`config.mk`:
```
export PLATFORM = sky130hd
export DESIGN_NAME = bios_boot_loader_flat
export DESIGN_NICKNAME = d
export VERILOG_FILES = /design/src/rtl/bios_boot_loader_if.sv /design/src/rtl/bios_boot_loader.sv /design/src/flat_wrapper.sv
export SDC_FILE = /design/constraint.sdc
export NUM_CORES = 1
export LEC_CHECK = 0
export CAP_MARGIN = 0
export CORE_MARGIN = 5
export CORE_UTILIZATION = 35
export CTS_BUF_LIST = sky130_fd_sc_hd__clkbuf_8
export CTS_CLUSTER_DIAMETER = 80
export DETAILED_ROUTE_END_ITERATION = 8
export GPL_TIMING_DRIVEN = 0
export PLACE_DENSITY = 0.91
export SYNTH_ARGS = -nofsm -noshare
export SYNTH_HDL_FRONTEND = slang
export SYNTH_SLANG_ARGS = --single-unit
```
`constraint.sdc`:
```
create_clock -name clock -period 2.2 [get_ports clock]
set_input_delay 0.66 -clock clock [delete_from_list [all_inputs] [get_ports clock]]
set_output_delay 0.66 -clock clock [all_outputs]
set_load 0.005 [all_outputs]
```
`src/rtl/bios_boot_loader_if.sv`:
```
// rtl/bios_boot_loader_if.sv - BIOS ROM, code-memory and CPU-control signals of the boot loader
interface bios_boot_loader_if #(
   parameter int CM_ADDR_W = 5
);
   logic [3:0]           bios_addr;
   logic [15:0]          bios_data;
   logic                 cm_wr_en;
   logic                 cm_wr_ready;
   logic [CM_ADDR_W-1:0] cm_wr_addr;
   logic [15:0]          cm_wr_data;
   logic [CM_ADDR_W-1:0] cm_rd_addr;
   logic [15:0]          cm_rd_data;
   logic                 reload;
   logic                 cpu_hold;
   logic                 done;
   logic                 error;
   logic [3:0]           err_index;

   modport master (
      output bios_addr, cm_wr_en, cm_wr_addr, cm_wr_data, cm_rd_addr,
             cpu_hold, done, error, err_index,
      input  bios_data, cm_wr_ready, cm_rd_data, reload
   );

   modport slave (
      input  bios_addr, cm_wr_en, cm_wr_addr, cm_wr_data, cm_rd_addr,
             cpu_hold, done, error, err_index,
      output bios_data, cm_wr_ready, cm_rd_data, reload
   );
endinterface

```
`src/rtl/bios_boot_loader.sv`:
```
// rtl/bios_boot_loader.sv - copies the BIOS image into code memory, optionally verifies it, then releases the CPU
module bios_boot_loader #(
   parameter int NUM_WORDS = 16,
   parameter int BASE_ADDR = 0,
   parameter int CM_ADDR_W = 5,
   parameter int VERIFY    = 1
) (
   input  logic               clock,
   input  logic               reset,
   bios_boot_loader_if.master bus
);
   typedef enum logic [2:0] {
      S_INIT, S_WRITE, S_RD, S_CHK, S_DONE, S_ERROR
   } state_t;

   localparam logic [3:0]           LAST_IDX = 4'(NUM_WORDS - 1);
   localparam logic [CM_ADDR_W-1:0] BASE     = CM_ADDR_W'(BASE_ADDR);

   state_t               r_state;
   state_t               w_next;
   logic [3:0]           r_idx;
   logic [3:0]           w_idx_next;
   logic [3:0]           r_err_index;
   logic [3:0]           w_err_index_next;
   logic [CM_ADDR_W-1:0] w_addr;

   // Code-memory address wraps naturally at 2^CM_ADDR_W
   assign w_addr = BASE + CM_ADDR_W'(r_idx);

   always_ff @(posedge clock or posedge reset) begin
      if (reset) begin
         r_state     <= S_INIT;
         r_idx       <= '0;
         r_err_index <= '0;
      end else begin
         r_state     <= w_next;
         r_idx       <= w_idx_next;
         r_err_index <= w_err_index_next;
      end
   end

   always_comb begin
      w_next           = r_state;
      w_idx_next       = r_idx;
      w_err_index_next = r_err_index;
      case (r_state)
         S_INIT: begin
            w_idx_next       = '0;
            w_err_index_next = '0;
            w_next           = S_WRITE;
         end
         S_WRITE: begin
            if (bus.cm_wr_ready) begin
               if (r_idx == LAST_IDX) begin
                  w_idx_next = '0;
                  w_next     = (VERIFY != 0) ? S_RD : S_DONE;
               end else begin
                  w_idx_next = r_idx + 4'd1;
               end
            end
         end
         S_RD: w_next = S_CHK;
         S_CHK: begin
            // Read data was launched by the address presented in S_RD
            if (bus.cm_rd_data != bus.bios_data) begin
               w_err_index_next = r_idx;
               w_next           = S_ERROR;
            end else if (r_idx == LAST_IDX) begin
               w_next = S_DONE;
            end else begin
               w_idx_next = r_idx + 4'd1;
               w_next     = S_RD;
            end
         end
         S_DONE, S_ERROR: begin
            if (bus.reload) w_next = S_INIT;
         end
         default: w_next = S_INIT;
      endcase
   end

   assign bus.bios_addr  = r_idx;
   assign bus.cm_wr_en   = (r_state == S_WRITE);
   assign bus.cm_wr_addr = w_addr;
   assign bus.cm_wr_data = bus.bios_data;
   assign bus.cm_rd_addr = (VERIFY != 0) ? w_addr : BASE;
   assign bus.cpu_hold   = (r_state != S_DONE);
   assign bus.done       = (r_state == S_DONE);
   assign bus.error      = (r_state == S_ERROR);
   assign bus.err_index  = r_err_index;
endmodule

```
`src/flat_wrapper.sv`:
```
// flat-port wrapper written by rule: the top's interface ports become plain ports
module bios_boot_loader_flat 
#(
   parameter int NUM_WORDS = 16,
   parameter int BASE_ADDR = 0,
   parameter int CM_ADDR_W = 5,
   parameter int VERIFY    = 1
)
  (clock, reset, bus_bios_addr, bus_cm_wr_en, bus_cm_wr_addr, bus_cm_wr_data, bus_cm_rd_addr, bus_cpu_hold, bus_done, bus_error, bus_err_index, bus_bios_data, bus_cm_wr_ready, bus_cm_rd_data, bus_reload);
  bios_boot_loader_if #(.CM_ADDR_W(CM_ADDR_W)) bus_i ();
  input  logic clock;
  input  logic reset;
  output wire logic [$bits(bus_i.bios_addr)-1:0] bus_bios_addr;
  output wire logic [$bits(bus_i.cm_wr_en)-1:0] bus_cm_wr_en;
  output wire logic [$bits(bus_i.cm_wr_addr)-1:0] bus_cm_wr_addr;
  output wire logic [$bits(bus_i.cm_wr_data)-1:0] bus_cm_wr_data;
  output wire logic [$bits(bus_i.cm_rd_addr)-1:0] bus_cm_rd_addr;
  output wire logic [$bits(bus_i.cpu_hold)-1:0] bus_cpu_hold;
  output wire logic [$bits(bus_i.done)-1:0] bus_done;
  output wire logic [$bits(bus_i.error)-1:0] bus_error;
  output wire logic [$bits(bus_i.err_index)-1:0] bus_err_index;
  input wire logic [$bits(bus_i.bios_data)-1:0] bus_bios_data;
  input wire logic [$bits(bus_i.cm_wr_ready)-1:0] bus_cm_wr_ready;
  input wire logic [$bits(bus_i.cm_rd_data)-1:0] bus_cm_rd_data;
  input wire logic [$bits(bus_i.reload)-1:0] bus_reload;
  assign bus_bios_addr = bus_i.bios_addr;
  assign bus_cm_wr_en = bus_i.cm_wr_en;
  assign bus_cm_wr_addr = bus_i.cm_wr_addr;
  assign bus_cm_wr_data = bus_i.cm_wr_data;
  assign bus_cm_rd_addr = bus_i.cm_rd_addr;
  assign bus_cpu_hold = bus_i.cpu_hold;
  assign bus_done = bus_i.done;
  assign bus_error = bus_i.error;
  assign bus_err_index = bus_i.err_index;
  assign bus_i.bios_data = bus_bios_data;
  assign bus_i.cm_wr_ready = bus_cm_wr_ready;
  assign bus_i.cm_rd_data = bus_cm_rd_data;
  assign bus_i.reload = bus_reload;
  bios_boot_loader #(.NUM_WORDS(NUM_WORDS), .BASE_ADDR(BASE_ADDR), .CM_ADDR_W(CM_ADDR_W), .VERIFY(VERIFY)) u_core (.clock(clock), .reset(reset), .bus(bus_i));
endmodule
```
==> Word level (Yosys, flattened, before mapping) <==
Cells that the tools add are included.
{ "word_totals": {"out_inout_bits": 38, "in_bits": 36, "mem_bits_rw": 0, "latch_bits": 0, "memories": 0, "mem_bits_ro": 0, "elab_cells": 38, "ff_bits": 11} }
{ "op_classes": {"bitwise_logic": 0, "n_eq_ne": 14, "n_mul": 0, "reduce_logical": 7, "n_lt_le_gt_ge": 0, "mux": 13, "n_shift": 0, "addsub": 1, "div_mod_pow": 0} }
{ "op_table": {"columns": ["operator", "count"], "rows": [
  ["2-to-1 mux 4 bit", 5],
  ["!= test 16 bit", 1],
  ["2-to-1 mux 3 bit", 5],
  ["one-hot mux 3 bit (5 select lines)", 1],
  ["one-hot mux 4 bit (3 select lines)", 1],
  ["one-hot mux 4 bit (2 select lines)", 1],
  ["equality test 3 x 2 -> 1 bit, second input constant", 2],
  ["equality test 3 bit, second input constant", 2],
  ["!= test 2 x 1 -> 1 bit, second input constant", 3],
  ["!= test 2 bit, second input constant", 3],
  ["adder 4 x 1 -> 4 bit, second input constant", 1],
  ["equality test 4 bit, second input constant", 1],
  ["AND reduction 4 bit", 1],
  ["equality test 3 x 1 -> 1 bit, second input constant", 1],
  ["logical NOT 3 bit", 1],
  ["!= test 3 bit, second input constant", 1],
  ["AND reduction 3 bit", 1],
  ["nonzero test 3 bit", 1],
  ["AND reduction 2 bit", 1],
  ["nonzero test 2 bit", 1],
  ["OR reduction 2 bit", 1]
]} }

==> Longest topological paths before layout <==
Gate-level depths: netlist of the first run.
{ "logic_depth": {"depth_word": 4, "ltp_mapped": 6, "depth_no_buf": 6} }

==> Least setup slack after synthesis of the first run <==
OpenSTA, ideal clock, no wires.
{ "synth_path": {"kind": "input to register", "start": "in bus_bios_data[5]", "end": "reg u_core.r_idx[0], in the netlist u_core.bus.bios_addr[0]", "stages": 6, "setup_time_ns": 0.125, "setup_slack_ns": 0.116, "required_ns": 2.075, "t_arrival_ns": 1.959, "n_path_buf": 0, "path_cell_list": "xor2_1 -> nor4_2 -> nand4_2 -> o211ai_2 -> and2_4 -> mux2_2"} }
{ "synth_via": {"elab_chain_cells": 3} }
{ "synth_rtl": {"columns": ["element", "line", "text"], "rows": [
  ["from (decl)", "flat_wrapper.sv:22", "input wire logic [$bits(bus_i.bios_data)-1:0] bus_bios_data;"],
  ["!= test 16 bit", "bios_boot_loader.sv:65", "if (bus.cm_rd_data != bus.bios_data) begin"],
  ["!= test 2 bit (no line)", null, null],
  ["AND reduction 4 bit (no line)", null, null],
  ["to (signal assigned)", "bios_boot_loader.sv:37", "r_idx <= w_idx_next;"],
  ["to (decl)", "bios_boot_loader.sv:21", "logic [3:0] r_idx;"]
]} }
No other way between the ends.
A chain may end at the register's enable or synchronous reset.

==> Final worst setup path of the first run <==
{ "layout_path": {"start": "in bus_bios_data[2]", "end": "reg u_core.r_idx[0], in the netlist u_core.bus.bios_addr[0]"} }
The elaborated chain is that of the path after synthesis.

==> impl_metrics.env, run 1 <==
export IMPL_outcome="finished, final reports clean"
export IMPL_hold_path_end="u_core.bus.err_index[3]"
export IMPL_synthTopCellsByCount="26 x buf_4, 16 x xor2_1, 11 x dfrtp_1"
export IMPL_ios=74
export IMPL_dp_final_hpwl_um=2780
export IMPL_cts_root_buffer="clkbuf_8"
export IMPL_async_flop_share_pct=100
export IMPL_insertedDiodeCount=0
export IMPL_drt_wl_total_um=3830
export IMPL_hold_depth=1
export IMPL_drtPass1Iterations=4
export IMPL_synth_area_um2=1020
export IMPL_hold_path_class="reg -> reg"
export IMPL_cts_tree="done"
export IMPL_cp_start_kind="input port"
export IMPL_grt_pass1_vias=1218
export IMPL_worstSetupPathType="in -> reg"
export IMPL_power_mw=1.56
export IMPL_grt_pass1_wl_um=6030
export IMPL_cts_sinks=11
export IMPL_synth_largest_area_cell="dfrtp_1"
export IMPL_ant_nets=0
export IMPL_grt_antenna_before_repair=0
export IMPL_n_fill_cell=228
export IMPL_ys_warn_count=0
export IMPL_cellPowerDensity_nw_per_um2=820
export IMPL_yosysSeqAreaShare_pct=26.9
export IMPL_synth_edff_count=0
export IMPL_clk_latency_ns=0.25
export IMPL_hp_start="u_core.bus.err_index[3]"
export IMPL_avgSynthCellArea_um2=9.22
export IMPL_critPathCaptureType="flop"
export IMPL_clkTransAtPathRegs_ns=0.05
export IMPL_reg2reg_from="u_core.bus.bios_addr[0]"
export IMPL_hold_violations=0
export IMPL_cts_buffer_depth=2
export IMPL_holdWs_ns=0.546
export IMPL_ir_worst_vdd_v=0.000782
export IMPL_slew_limit_headroom_pct=67.2
export IMPL_synth_area_leaders="dfrtp_1 27%, buf_4 19%, xor2_1 14%, a22o_1 6.8%, nor4_2 3.7%"
export IMPL_leakage_nw=0.921
export IMPL_crit_fanout=4
export IMPL_dieArea_um2=4110
export IMPL_finalNetCount=233
export IMPL_min_period_ns=2.17
export IMPL_vias=1134
export IMPL_fmax_mhz=461
export IMPL_area_growth_pct=85.8
export IMPL_period_share_pct=98.6
export IMPL_reg2reg_depth=5
export IMPL_start_util_pct=36.8
export IMPL_rows=19
export IMPL_grt_usage_pct=18.6
export IMPL_drv_slew=0
export IMPL_worstPathRequired_ns=2.33
export IMPL_layout_drive_gt1_share_pct=39.0
export IMPL_drcViolationCount=0
export IMPL_drt_wirelength_per_cell_um=16.9
export IMPL_crit_start="bus_bios_data[2]"
export IMPL_ys_flop_type="dfrtp_1"
export IMPL_drv_cap=0
export IMPL_fin_skew_ns=0.00601
export IMPL_cts_buffers=3
export IMPL_synth_most_common_cell="buf_4"
export IMPL_worst_slew_pin_slew_ns=0.487
export IMPL_grt_overflow_total=0
export IMPL_drt_iter0_markers=26
export IMPL_cts_max_level=1
export IMPL_reg2reg_to="u_core.bus.bios_addr[3]"
export IMPL_vias_per_cell=5.02
export IMPL_synth_cell_types=31
export IMPL_place_congestion=0.803
export IMPL_fin_util_pct=68.4
export IMPL_fp_dieH_um=64.1
export IMPL_regToRegSetupSlack_ns=0.28
export IMPL_grt_max_degree=12
export IMPL_synthCells=111
export IMPL_yosysTopAreaCellShare_pct=26.9
export IMPL_portBuffers=71
export IMPL_arrival_ns=2.30
export IMPL_core_area_um2=2780
export IMPL_ys_seq_elements=11
export IMPL_fp_dieW_um=64.1
export IMPL_setup_viol=0
## repair_timing
item | CTS | global route
hold buffers | 0 | 0
endpoints found under the setup margin | 27 | 12
gates resized for setup | 59 | 34
setup buffers | 5 | 3
pin swaps | 12 | 14
## per-stage QoR
step           cell area [um2]  TNS [ns]  worst slack [ns]  std cells
2_1_floorplan             1030         0             0.116        112
3_3_place_gp              1780     -6.76            -0.509        214
3_5_place_dp              1780     -7.65            -0.573        214
4_1_cts                   1910  -0.00121          -0.00121        223
5_1_grt                   1900  -0.00124          -0.00124        226
6_report                  1900         0            0.0303        226
## per-layer routing
layer / part of all wire (%) / track usage [%]
met5: 0 / 0
met4: 2.9 / 8.57
met3: 6.9 / 5.25
met2: 58 / 35.8
met1: 32 / 17.7
## layout make-up
class	count	area, um2	share of cell area (%)
Buffer	27	209	11.0
Clock inverter	1	5.00	0.263
Sequential cell	11	277	14.5
Multi-Input combinational cell	69	616	32.4
Inverter	5	20.0	1.05
Tap cell	31	38.8	2.04
Clock buffer	3	41.3	2.17
Timing Repair Buffer	79	696	36.6
## sequential cells by signal, summed over array words and instances (netlist names)
register,count
u_core.bus.err_index,4
u_core.r_state,3
u_core.bus.bios_addr,4
## critical path, stage by stage
cell             delay [ns]
clkdlybuf4s15_1        0.22
xor2_2                 0.20
nor4_4                 0.25
nand4_2                0.19
o211ai_2               0.26
and2_4                 0.21
mux2_4                 0.29
## report_power, final
| part | internal [mW] | switching (mW) |
|---|---|---|
| registers | 0.267 | 0.117 |
| clock network | 0.125 | 0.0833 |
| logic | 0.622 | 0.345 |
## how the worst max path moves through the flow
stage,slack [ns],end
floorplan,0.12,u_core.bus.bios_addr[0]
global placement,-0.51,u_core.bus.bios_addr[1]
detailed placement,-0.57,u_core.bus.bios_addr[0]
CTS,-0.001,u_core.bus.bios_addr[0]
global route,-0.001,u_core.bus.bios_addr[1]
finish,0.03,u_core.bus.bios_addr[0]
## cell families (layout without fill, tap and decap cells)
kind of cell,after synthesis,in the layout,synth area share (%)
AO/OA/AOI/OAI,22,22,15.8
XOR/XNOR,16,16,13.7
adder cells (fa/ha/maj),1,1,1.22
buffers and inverters,32,115,21.3
flip-flops,11,11,26.9
multiplexers,3,3,3.30
other,1,2,0.366
AND/OR/NAND/NOR,25,25,17.5
## layout by cell type, fill, tap and decap left out, drive strengths merged
| cell type | count |
|---|---|
| clkinv | 2 |
| o211ai | 2 |
| nor3 | 1 |
| a211oi | 1 |
| nor2 | 7 |
| dlygate4sd2 | 12 |
| mux2 | 3 |
| clkdlybuf4s15 | 11 |
| nor4 | 4 |
| xor2 | 16 |
| and2 | 2 |
| nor3b | 1 |
| ha | 1 |
| a32o | 1 |
| nand2b | 3 |
| or2 | 1 |
| clkdlybuf4s50 | 35 |
| a21oi | 4 |
| conb | 2 |
| and3 | 2 |
| nand4 | 1 |
| a22o | 8 |
| nand3 | 3 |
| a21boi | 1 |
| clkbuf | 17 |
| o21ai | 4 |
| a31oi | 1 |
| dfrtp | 11 |
| buf | 34 |
| inv | 4 |
Power figures use the tool's default switching activity.
==> inputs of run 2 (changes only) <==
--- a/config.mk
+++ b/config.mk
@@ -10,6 +10,7 @@
 export CORE_UTILIZATION = 35
 export CTS_BUF_LIST = sky130_fd_sc_hd__clkbuf_8
 export CTS_CLUSTER_DIAMETER = 80
+export CTS_CLUSTER_SIZE = 28
 export DETAILED_ROUTE_END_ITERATION = 8
 export GPL_TIMING_DRIVEN = 0
 export PLACE_DENSITY = 0.91
==> results of run 2 <==
The final DEF is identical to that of run 1; final timing and power are the same.
==> inputs of run 3 (changes only) <==
--- a/config.mk
+++ b/config.mk
@@ -5,6 +5,7 @@
 export SDC_FILE = /design/constraint.sdc
 export NUM_CORES = 1
 export LEC_CHECK = 0
+export ABC_AREA = 1
 export CAP_MARGIN = 0
 export CORE_MARGIN = 5
 export CORE_UTILIZATION = 35
@@ -13,7 +14,7 @@
 export CTS_CLUSTER_SIZE = 28
 export DETAILED_ROUTE_END_ITERATION = 8
 export GPL_TIMING_DRIVEN = 0
-export PLACE_DENSITY = 0.91
+export PLACE_DENSITY = 0.87
 export SYNTH_ARGS = -nofsm -noshare
 export SYNTH_HDL_FRONTEND = slang
 export SYNTH_SLANG_ARGS = --single-unit
==> run 3 against run 2 <==
Routed wire length decreased by 15%. Sequential power shrank 12%. Synthesized cell count up 80%. Critical path depth fell by 4. Worst hold slack worse by 0.033 ns. Clock-buffer cell count stayed put.
==> impl_metrics.env, run 3 <==
export IMPL_outcome="finished, final reports clean"
export IMPL_grt_pass1_vias=1351
export IMPL_fp_dieH_um=68.1
export IMPL_hold_violations=0
export IMPL_reg2reg_from="u_core.bus.bios_addr[0]"
export IMPL_dp_cells=318
export IMPL_reg2reg_depth=9
export IMPL_fin_tns_setup_ns=0
export IMPL_dp_final_hpwl_um=2740
export IMPL_worstPathRequired_ns=1.54
export IMPL_avgSynthCellArea_um2=5.91
export IMPL_regToRegSetupSlack_ns=0.60
export IMPL_synth_most_common_cell="nand2_1"
export IMPL_fin_skew_ns=0.00586
export IMPL_hold_path_end="u_core.bus.err_index[0]"
export IMPL_yosysSeqAreaShare_pct=23.3
export IMPL_worstSetupPathType="in -> out"
export IMPL_clk_latency_ns=0.24
export IMPL_rsz0062_at_grt="no"
export IMPL_layout_drive_gt1_share_pct=17.6
export IMPL_drtPass1Iterations=4
export IMPL_grt_antenna_before_repair=0
export IMPL_grt_overflow_total=0
export IMPL_setup_viol=0
export IMPL_ir_worst_vdd_v=0.000391
export IMPL_ctsHoldBuffers=0
export IMPL_dieArea_um2=4640
export IMPL_synth_adder_area_share_pct=1.06
export IMPL_async_flop_share_pct=100
export IMPL_synth_largest_area_cell="dfrtp_1"
export IMPL_fp_dieW_um=68.1
export IMPL_clkTransAtPathRegs_ns=0.05
export IMPL_hold_depth=2
export IMPL_synthCells=200
export IMPL_arrival_ns=1.51
export IMPL_ios=74
export IMPL_synth_cell_types=21
export IMPL_drcViolationCount=0
export IMPL_vias=1403
export IMPL_area_growth_pct=70.9
export IMPL_reg2reg_to="u_core.r_state[1]"
export IMPL_start_util_pct=35.7
export IMPL_synthTopCellsByCount="62 x nand2_1, 34 x inv_1, 28 x nor2_1"
export IMPL_drv_cap=0
export IMPL_ys_flop_type="dfrtp_1"
export IMPL_worstPathCellList="dlygate4sd2_1 > buf_4 > clkdlybuf4s50_1"
export IMPL_synth_area_um2=1180
export IMPL_cts_tree="done"
export IMPL_period_share_pct=98.6
export IMPL_cts_max_level=1
export IMPL_critPathCaptureType="primary output"
export IMPL_leakage_nw=1.18
export IMPL_min_period_ns=2.17
export IMPL_vias_per_cell=4.32
export IMPL_insertedDiodeCount=0
export IMPL_synth_area_leaders="dfrtp_1 23%, nand2_1 20%, buf_4 17%, inv_1 11%, nor2_1 8.9%"
export IMPL_synth_top_family_by_area="simple AND/OR/NAND/NOR gates"
export IMPL_cts_buffers=3
export IMPL_cp_start_kind="input port"
export IMPL_design_area_um2=2020
export IMPL_fmax_mhz=461
export IMPL_grt_max_degree=12
export IMPL_portBuffers=71
export IMPL_hold_path_class="reg -> reg"
export IMPL_ys_seq_elements=11
export IMPL_rows=21
export IMPL_synth_xor_area_share_pct=0.742
export IMPL_crit_fanout=3
export IMPL_slowest_stage="clkdlybuf4s50_1"
export IMPL_ys_warn_count=0
export IMPL_synth_compound_area_share_pct=3.18
export IMPL_drt_wl_total_um=3260
export IMPL_cts_buffer_depth=2
export IMPL_grt_usage_pct=14.7
export IMPL_layout_cells_most_common="nand2_1"
export IMPL_core_area_um2=3310
export IMPL_drt_wirelength_per_cell_um=10.0
export IMPL_cellPowerDensity_nw_per_um2=674
export IMPL_place_congestion=0.745
export IMPL_synth_edff_count=0
export IMPL_ant_nets=0
export IMPL_drt_iter0_markers=36
export IMPL_cpPeakStageDelay_ns=0.49
export IMPL_synthMuxAreaShare_pct=0
export IMPL_cts_root_buffer="clkbuf_8"
export IMPL_finalNetCount=317
export IMPL_cts_sinks=11
export IMPL_hp_start="u_core.bus.err_index[0]"
export IMPL_final_cell_mix="62 x nand2_1, 50 x clkdlybuf4s50_1, 34 x inv_1"
export IMPL_synthSimpleGateAreaFrac_pct=43.1
export IMPL_placed_area_um2=1950
export IMPL_final_cells=325
export IMPL_grt_pass1_wl_um=5330
export IMPL_yosysTopAreaCellShare_pct=23.3
export IMPL_drv_slew=0
-- run 3: cells by family (layout without fill, tap and decap cells) --
logic type	Yosys count	count (layout)
compound gates	6	6
simple gates	118	118
buf+inv	62	140
fa+ha+maj	1	1
other cells	1	2
xor+xnor	1	1
flops	11	11
-- run 3: cell type report --
| cell class | instances | area [um2] |
|---|---|---|
| fillers | 336 | 1290 |
| flip-flops and latches | 11 | 278 |
| clock buffers | 3 | 41.3 |
| inverters | 35 | 131 |
| repair buffers | 74 | 726 |
| clock inverters | 1 | 3.75 |
| multi-input cells | 128 | 578 |
| plain buffers | 27 | 203 |
| well taps | 46 | 57.6 |
-- run 3: per-layer routing --
metal	track usage, %	up-vias	part of all wire (%)
met2	28.3	50	52
met1	14.9	619	37
met4	5.46	0	1.6
met5	0	-	0
met3	3.94	5	9.5
li1	-	729	-
-- run 3: power breakdown --
| group | total, mW | switching, mW | internal, mW |
|---|---|---|---|
| registers | 0.337 | 0.0793 | 0.257 |
| clock network | 0.201 | 0.0781 | 0.123 |
| logic | 0.822 | 0.393 | 0.429 |
-- run 3: worst max-delay path by stage --
stage | from | endpoint | depth (start not counted)
2_1_floorplan | bus_bios_data[6] | u_core.r_state[0] | 11
3_3_place_gp | bus_bios_data[3] | bus_cm_wr_data[3] | 3
3_5_place_dp | bus_bios_data[4] | bus_cm_wr_data[4] | 3
4_1_cts | u_core.r_state[0] | bus_cm_wr_en | 5
5_1_grt | bus_bios_data[10] | bus_cm_wr_data[10] | 3
6_report | bus_bios_data[6] | bus_cm_wr_data[6] | 3
-- run 3: worst max-delay path: cells and delay by family --
family | cells | cell delay (ns)
buffers and inverters | 3 | 0.85
-- run 3: repair_timing --
action | in CTS | in global routing
setup endpoints to repair | 18 | 5
cloned | 0 | 0
setup buffers | 0 | 3
pin swaps | 0 | 1
resized for setup | 19 | 6
-- run 3: per-stage QoR --
| stage | utilization, % | setup WS (ns) | total power, mW | hold WS, ns |
|---|---|---|---|---|
| after floorplan | - | 0.645 | 0.776 | 0.500 |
| after global placement | 59.0 | -0.223 | 1.10 | 0.493 |
| after detailed placement | 59.0 | -0.244 | 1.12 | 0.502 |
| after CTS | 59.8 | -0.0156 | 1.33 | 0.517 |
| after global routing | 61.0 | 0.00117 | 1.48 | 0.548 |
| final | 61.0 | 0.0306 | 1.36 | 0.513 |
